<file path="config.mk">
export PLATFORM = sky130hd
export DESIGN_NAME = brick_hit_controller
export DESIGN_NICKNAME = d
export VERILOG_FILES = /design/src/rtl/brick_hit_controller.sv
export SDC_FILE = /design/constraint.sdc
export NUM_CORES = 1
export LEC_CHECK = 0
export CAP_MARGIN = 20
export CORE_UTILIZATION = 29
export DETAILED_ROUTE_END_ITERATION = 6
export GPL_TIMING_DRIVEN = 0
export PLACE_DENSITY = 0.43
export SYNTH_ARGS = -nofsm -noshare
export SYNTH_HDL_FRONTEND = slang
export SYNTH_SLANG_ARGS = --single-unit
</file>
<file path="constraint.sdc">
create_clock -name pclk -period 4.22 [get_ports pclk]
set_input_delay 0.422 -clock pclk [delete_from_list [all_inputs] [get_ports pclk]]
set_output_delay 0.422 -clock pclk [all_outputs]
set_load 0.005 [all_outputs]
</file>
<file path="src/rtl/brick_hit_controller.sv">
// Brick-field state for a 4x4 breakout grid: once per frame, scans the bricks in
// order for the first one the ball touches, then damages it and reports the bounce.
module brick_hit_controller #(
   parameter int GRID_X0   = 112,
   parameter int GRID_Y0   = 80,
   parameter int B_WIDTH   = 128,
   parameter int B_HEIGHT  = 32,
   parameter int B_GAP     = 16,
   parameter int BALL_R    = 10,
   parameter int HITS_INIT = 1
) (
   input  logic        pclk,
   input  logic        rst,
   input  logic        frame_tick,
   input  logic        level_load,
   input  logic [11:0] x_pos,
   input  logic [11:0] y_pos,
   output logic [15:0] blocks_out,
   output logic        hit_valid,
   output logic [3:0]  hit_index,
   output logic        bounce_x,
   output logic        bounce_y,
   output logic [7:0]  score,
   output logic        all_cleared,
   output logic        busy
);

   typedef enum logic [1:0] {IDLE = 2'd0, SCAN = 2'd1, HIT = 2'd2} state_t;

   localparam logic [1:0]  HEALTH_INIT = 2'(HITS_INIT);
   localparam logic [12:0] BALL        = 13'(BALL_R);

   state_t      state_q, state_d;
   logic [3:0]  idx_q, idx_d;
   logic [11:0] x_lat_q, x_lat_d;
   logic [11:0] y_lat_q, y_lat_d;
   logic [1:0]  health_q [16];
   logic [1:0]  health_d [16];
   logic [15:0] blocks_q, blocks_d;
   logic [7:0]  score_q, score_d;
   logic        hit_valid_q, hit_valid_d;
   logic [3:0]  hit_index_q, hit_index_d;
   logic        bounce_x_q, bounce_x_d;
   logic        bounce_y_q, bounce_y_d;
   logic        all_cleared_q, all_cleared_d;

   // Brick rectangles are fixed by the parameters, so they reduce to constants.
   logic [12:0] brick_l [16];
   logic [12:0] brick_r [16];
   logic [12:0] brick_t [16];
   logic [12:0] brick_b [16];

   generate
      for (genvar gi = 0; gi < 16; gi++) begin : g_geom
         localparam int COL = gi % 4;
         localparam int ROW = gi / 4;
         assign brick_l[gi] = 13'(GRID_X0 + COL * (B_WIDTH + B_GAP));
         assign brick_r[gi] = 13'(GRID_X0 + COL * (B_WIDTH + B_GAP) + B_WIDTH);
         assign brick_t[gi] = 13'(GRID_Y0 + ROW * (B_HEIGHT + B_GAP));
         assign brick_b[gi] = 13'(GRID_Y0 + ROW * (B_HEIGHT + B_GAP) + B_HEIGHT);
      end
   endgenerate

   logic [12:0] x13, y13;
   logic [12:0] ball_x_lo, ball_x_hi, ball_y_lo, ball_y_hi;
   logic        x_inside, y_inside, x_overlap, y_overlap, brick_hit;

   always_comb begin
      x13       = {1'b0, x_lat_q};
      y13       = {1'b0, y_lat_q};
      ball_x_lo = (x13 < BALL) ? 13'd0 : x13 - BALL;
      ball_x_hi = x13 + BALL;
      ball_y_lo = (y13 < BALL) ? 13'd0 : y13 - BALL;
      ball_y_hi = y13 + BALL;
      x_inside  = (x13 >= brick_l[idx_q]) && (x13 <= brick_r[idx_q]);
      y_inside  = (y13 >= brick_t[idx_q]) && (y13 <= brick_b[idx_q]);
      x_overlap = (ball_x_lo <= brick_r[idx_q]) && (ball_x_hi >= brick_l[idx_q]);
      y_overlap = (ball_y_lo <= brick_b[idx_q]) && (ball_y_hi >= brick_t[idx_q]);
      brick_hit = (health_q[idx_q] != 2'd0) && x_overlap && y_overlap;
   end

   always_comb begin
      state_d       = state_q;
      idx_d         = idx_q;
      x_lat_d       = x_lat_q;
      y_lat_d       = y_lat_q;
      health_d      = health_q;
      blocks_d      = blocks_q;
      score_d       = score_q;
      hit_valid_d   = 1'b0;
      hit_index_d   = hit_index_q;
      bounce_x_d    = bounce_x_q;
      bounce_y_d    = bounce_y_q;
      all_cleared_d = (blocks_q == 16'hFFFF);

      case (state_q)
         IDLE: begin
            if (frame_tick) begin
               x_lat_d = x_pos;
               y_lat_d = y_pos;
               idx_d   = 4'd0;
               state_d = SCAN;
            end
         end
         SCAN: begin
            if (brick_hit) begin
               // Event flags are registered here so they are visible during HIT.
               hit_valid_d = 1'b1;
               hit_index_d = idx_q;
               if (x_inside) begin
                  bounce_x_d = 1'b0;
                  bounce_y_d = 1'b1;
               end else if (y_inside) begin
                  bounce_x_d = 1'b1;
                  bounce_y_d = 1'b0;
               end else begin
                  bounce_x_d = 1'b1;
                  bounce_y_d = 1'b1;
               end
               state_d = HIT;
            end else if (idx_q == 4'd15) begin
               state_d = IDLE;
            end else begin
               idx_d = idx_q + 4'd1;
            end
         end
         HIT: begin
            state_d = IDLE;
            if (health_q[hit_index_q] != 2'd0) begin
               health_d[hit_index_q] = health_q[hit_index_q] - 2'd1;
               if (health_q[hit_index_q] == 2'd1) begin
                  blocks_d[hit_index_q] = 1'b1;
                  if (score_q != 8'hFF) begin
                     score_d = score_q + 8'd1;
                  end
               end
            end
         end
         default: state_d = IDLE;
      endcase

      if (level_load) begin
         for (int i = 0; i < 16; i++) begin
            health_d[i] = HEALTH_INIT;
         end
         blocks_d      = 16'h0000;
         score_d       = 8'd0;
         hit_valid_d   = 1'b0;
         all_cleared_d = 1'b0;
         state_d       = IDLE;
      end
   end

   always_ff @(posedge pclk) begin
      if (rst) begin
         state_q       <= IDLE;
         idx_q         <= 4'd0;
         x_lat_q       <= 12'd0;
         y_lat_q       <= 12'd0;
         for (int i = 0; i < 16; i++) begin
            health_q[i] <= HEALTH_INIT;
         end
         blocks_q      <= 16'h0000;
         score_q       <= 8'd0;
         hit_valid_q   <= 1'b0;
         hit_index_q   <= 4'd0;
         bounce_x_q    <= 1'b0;
         bounce_y_q    <= 1'b0;
         all_cleared_q <= 1'b0;
      end else begin
         state_q       <= state_d;
         idx_q         <= idx_d;
         x_lat_q       <= x_lat_d;
         y_lat_q       <= y_lat_d;
         for (int i = 0; i < 16; i++) begin
            health_q[i] <= health_d[i];
         end
         blocks_q      <= blocks_d;
         score_q       <= score_d;
         hit_valid_q   <= hit_valid_d;
         hit_index_q   <= hit_index_d;
         bounce_x_q    <= bounce_x_d;
         bounce_y_q    <= bounce_y_d;
         all_cleared_q <= all_cleared_d;
      end
   end

   assign blocks_out  = blocks_q;
   assign hit_valid   = hit_valid_q;
   assign hit_index   = hit_index_q;
   assign bounce_x    = bounce_x_q;
   assign bounce_y    = bounce_y_q;
   assign score       = score_q;
   assign all_cleared = all_cleared_q;
   assign busy        = (state_q != IDLE);

endmodule

</file>
==> results.toml <==
[routing]
drt_drc_violations_left = 0
drtIter0Drc = 306
routed_via_density = 5.057
wire_per_inst_um = 16.82
wl_met2_mm = 8.362
top_signal_layer_used = "met4"
finalWirelength_mm = 17.85
detailroute.via_count = 5366
route.antenna.remaining_nets = 0
wirelength_met1_mm = 8.603
drt_first_pass_iters = 5
detailed_route_wirelength_on_metal3_um = 619

[synthesis]
synth_top_area_cell = "sky130_fd_sc_hd__dfxtp_1"
yosysTopAreaCellShare = 0.3259
seq_area_frac_synth = 0.3259
synthTopCellsByArea = "sky130_fd_sc_hd__dfxtp_1, sky130_fd_sc_hd__ha_1, sky130_fd_sc_hd__nand2_1"
ys_ff_latch = 94
post_synth_instance_area_um2 = 5774
synth_enable_flop_cells = 0
postSynth.asyncResetShare = 0
yosys_warnings = 0
synth_cells = 718
post_synthesis_cell_type_count = 64
ys_dominant_reg_cell = "sky130_fd_sc_hd__dfxtp_1"
syn_area_per_cell_um2 = 8.042
synth_nets = 799

[critical_path]
worstPathArrival_ns = 4.21
crit_required_ns = 4.47
timing.reg2reg.worst_path_depth = 14
timing.rr.end = "bounce_y$_SDFFE_PP0P_"
critical_path.cell_chain = "clkbuf_1 -> o21ai_0 -> nand2_1 -> xnor2_1 -> nor2_1 -> ha_1 -> a21o_1 -> a211o_1 -> a221oi_1 -> o32ai_1 -> or4_4 -> or2_1 -> buf_6 -> mux2_4"
setup.worst_path.start_class = "flip-flop"
path_depth = 14
critical_path_peak_fanout = 9
worstPathBufferInverterCount = 2
kind_of_cell_adding_the_most_delay_to_the_critical_path = "compound AO/OA/AOI/OAI gates"
slowest_delay_ns = 0.57
reg2reg_slack_ns = 0.26
criticalPathCategory = "flip-flop to flip-flop"
critPathCaptureType = "flip-flop"
crit_path_top_delay_cell = "sky130_fd_sc_hd__or4_4"
reg_to_reg_critical_path_startpoint = "x_lat_q[3]$_SDFFE_PP0P_"

[global_routing]
grt_pass1_wl_mm = 28.74
globalRoute.totalOverflow = 0
grt_max_degree = 19
grt_usage = 0.1832
via_count_of_the_first_global_routing_pass = 5452
antenna_found_initial = 0

[placed_design]
post-dp-hpwl_mm = 13.52
place_congestion = 0.8241
place_ws_ns = -0.7098
numPortBuffers = 60

[clock_tree]
clk_latency_ns = 0.36
cts_made_buffers = 9
cts.clk_slew.worst_paths_ns = 0.07
clk_root_buffer_cell = "sky130_fd_sc_hd__clkbuf_16"
cts.sinks = 94
tritoncts = "done"
max-clock-path-buffers = 2
cts.hold.buffers_added = 0
htree_levels = 3

[sta]
setup_tns_ns = 0
crit_path_setup_slack_layout_ns = 0.2575
relSlewSlack = 0.5699
skew_ns = 0.007781
post-route-period-util = 0.9390
final_max_slew_viol_count = 0
setup_viol_count_final = 0
worst_slew_pin_slew_ns = 0.6384
rsz0062_at_grt = "no"
timing.final.hold_violations = 0
final.min_clock_period_ns = 3.963
max_freq_mhz = 252.4

[layout]
num-nets-final = 872
drive_above_1_share = 0.06658
syn2layout_area_growth_pct = 21.93
antenna_cell_count = 0
multiInputGateArea_um2 = 3654
layout_commonest_cell = "sky130_fd_sc_hd__nand2_1"
layout.cells.most_common_list = "sky130_fd_sc_hd__nand2_1, sky130_fd_sc_hd__nor2_1, sky130_fd_sc_hd__dfxtp_1"
fillerInstances = 2039
ff_latch_area_um2 = 1882
finish.utilization = 0.3617

[job]
max_cap_violations = 0

[power]
p_per_area_nw_per_um2 = 290.4
irDropWorstVdd_v = 0.0002135
power.total_mw = 2.044
leakage_nw = 2.603

[floorplan]
io_pins = 61
die_y_um = 143.1
design.die.area_um2 = 20480
fp.coreArea_um2 = 19460
floorplan.initialDensity = 0.2967
placementRows = 51
die_w_um = 143.1

[hold_path]
hold_path_class = "flip-flop to flip-flop"
hold_path_end = "bounce_x$_SDFFE_PP0P_"
worst_hold_startpoint = "bounce_x$_SDFFE_PP0P_"
min_delay_path_depth = 2

[outcome]
run_status = "complete, no violations"
## how the worst max path moves through the flow
stage / startpoint / end / slack, ns
2_1_floorplan: hit_index[0]$_SDFFE_PP0P_ / score[5]$_SDFFE_PP0P_ / 0.50
3_3_place_gp: hit_index[0]$_SDFFE_PP0P_ / score[5]$_SDFFE_PP0P_ / -0.69
3_5_place_dp: hit_index[0]$_SDFFE_PP0P_ / score[7]$_SDFFE_PP0P_ / -0.71
4_1_cts: idx_q[0]$_SDFFE_PP0P_ / bounce_y$_SDFFE_PP0P_ / 0.09
5_1_grt: hit_index[1]$_SDFFE_PP0P_ / score[5]$_SDFFE_PP0P_ / 0.05
6_report: x_lat_q[3]$_SDFFE_PP0P_ / bounce_y$_SDFFE_PP0P_ / 0.26
## registers in the layout, indices dropped and copies added, names as in the netlist
| name | cells |
|---|---|
| hit_index | 4 |
| blocks_out | 16 |
| bounce_x | 1 |
| bounce_y | 1 |
| idx_q | 4 |
| all_cleared | 1 |
| x_lat_q | 12 |
| state_q | 2 |
| y_lat_q | 12 |
| hit_valid | 1 |
| score | 8 |
| health_q | 32 |
## kinds of logic after synthesis
group | share of synthesized area
buffers and inverters | 0.04377
AOI/OAI and AO/OA | 0.1764
DFF | 0.3259
adders and majority gates | 0.1148
muxes | 0.05482
and+or+nand+nor | 0.2464
xor gates and xnor gates | 0.03792
## final cells by class
cell class | instances | area share
Multi-Input combinational cell | 561 | 0.5189
Sequential cell | 94 | 0.2673
Timing Repair Buffer | 63 | 0.08850
Tap cell | 265 | 0.04709
Clock buffer | 9 | 0.03199
Buffer | 38 | 0.02310
Inverter | 24 | 0.01333
Clock inverter | 7 | 0.009774
## worst min-delay path: stages, from the launching register on
cell and delay, ns:
sky130_fd_sc_hd__dfxtp_1 0.31, sky130_fd_sc_hd__inv_1 0.05, sky130_fd_sc_hd__a211oi_1 0.06
## cell usage after synthesis (2+ instances only)
cell type and number:
sky130_fd_sc_hd__o311ai_0 2, sky130_fd_sc_hd__nand4_1 11, sky130_fd_sc_hd__nor2_1 98, sky130_fd_sc_hd__nor2b_1 16
sky130_fd_sc_hd__nand3_1 6, sky130_fd_sc_hd__a21o_1 5, sky130_fd_sc_hd__a21oi_1 56, sky130_fd_sc_hd__buf_6 2
sky130_fd_sc_hd__a311o_1 3, sky130_fd_sc_hd__xor2_1 10, sky130_fd_sc_hd__and2_1 2, sky130_fd_sc_hd__ha_1 53
sky130_fd_sc_hd__a31oi_1 8, sky130_fd_sc_hd__nor3_1 13, sky130_fd_sc_hd__mux2i_1 2, sky130_fd_sc_hd__o21a_1 7
sky130_fd_sc_hd__and3_1 7, sky130_fd_sc_hd__o211ai_1 8, sky130_fd_sc_hd__mux4_2 12, sky130_fd_sc_hd__nand2b_1 10
sky130_fd_sc_hd__nor4_1 5, sky130_fd_sc_hd__or4_4 2, sky130_fd_sc_hd__a211oi_1 14, sky130_fd_sc_hd__clkbuf_1 33
sky130_fd_sc_hd__o211a_1 2, sky130_fd_sc_hd__or3_1 10, sky130_fd_sc_hd__dfxtp_1 94, sky130_fd_sc_hd__and4_1 2
sky130_fd_sc_hd__o21ai_0 35, sky130_fd_sc_hd__buf_1 3, sky130_fd_sc_hd__or2_2 3, sky130_fd_sc_hd__xnor2_1 15
sky130_fd_sc_hd__nor3b_1 2, sky130_fd_sc_hd__o31ai_1 6, sky130_fd_sc_hd__nand2_1 108, sky130_fd_sc_hd__inv_1 24
sky130_fd_sc_hd__o32ai_1 2
## power breakdown
part	internal (mW)	leakage [nW]	switching, mW
sequential	0.901	0.762	0.0212
clock	0.416	0.143	0.405
combinational	0.136	1.70	0.166
## metrics by stage
| step | area (um^2) | hold slack, ns | instances |
|---|---|---|---|
| final | 7041 | 0.4724 | 1061 |
| after global routing | 7041 | 0.4861 | 1061 |
| after CTS | 7010 | 0.4729 | 1059 |
| after detailed placement | 6706 | 0.4535 | 1043 |
| after global placement | 6706 | 0.4524 | 1043 |
| after floorplan | 5774 | 0.4434 | 718 |
## metal layers
layer  vias up  track usage
met3        15      0.02146
met2        98       0.3050
met4         0      0.06678
met1      2572       0.2421
li1       2681            -
met5         -            0
## repair_timing
action,in CTS,in global routing
setup endpoints to repair,44,10
setup buffers,0,3
gates cloned,0,0
gates resized for setup,4,4
No activity file was read; power rests on OpenSTA's default activity.
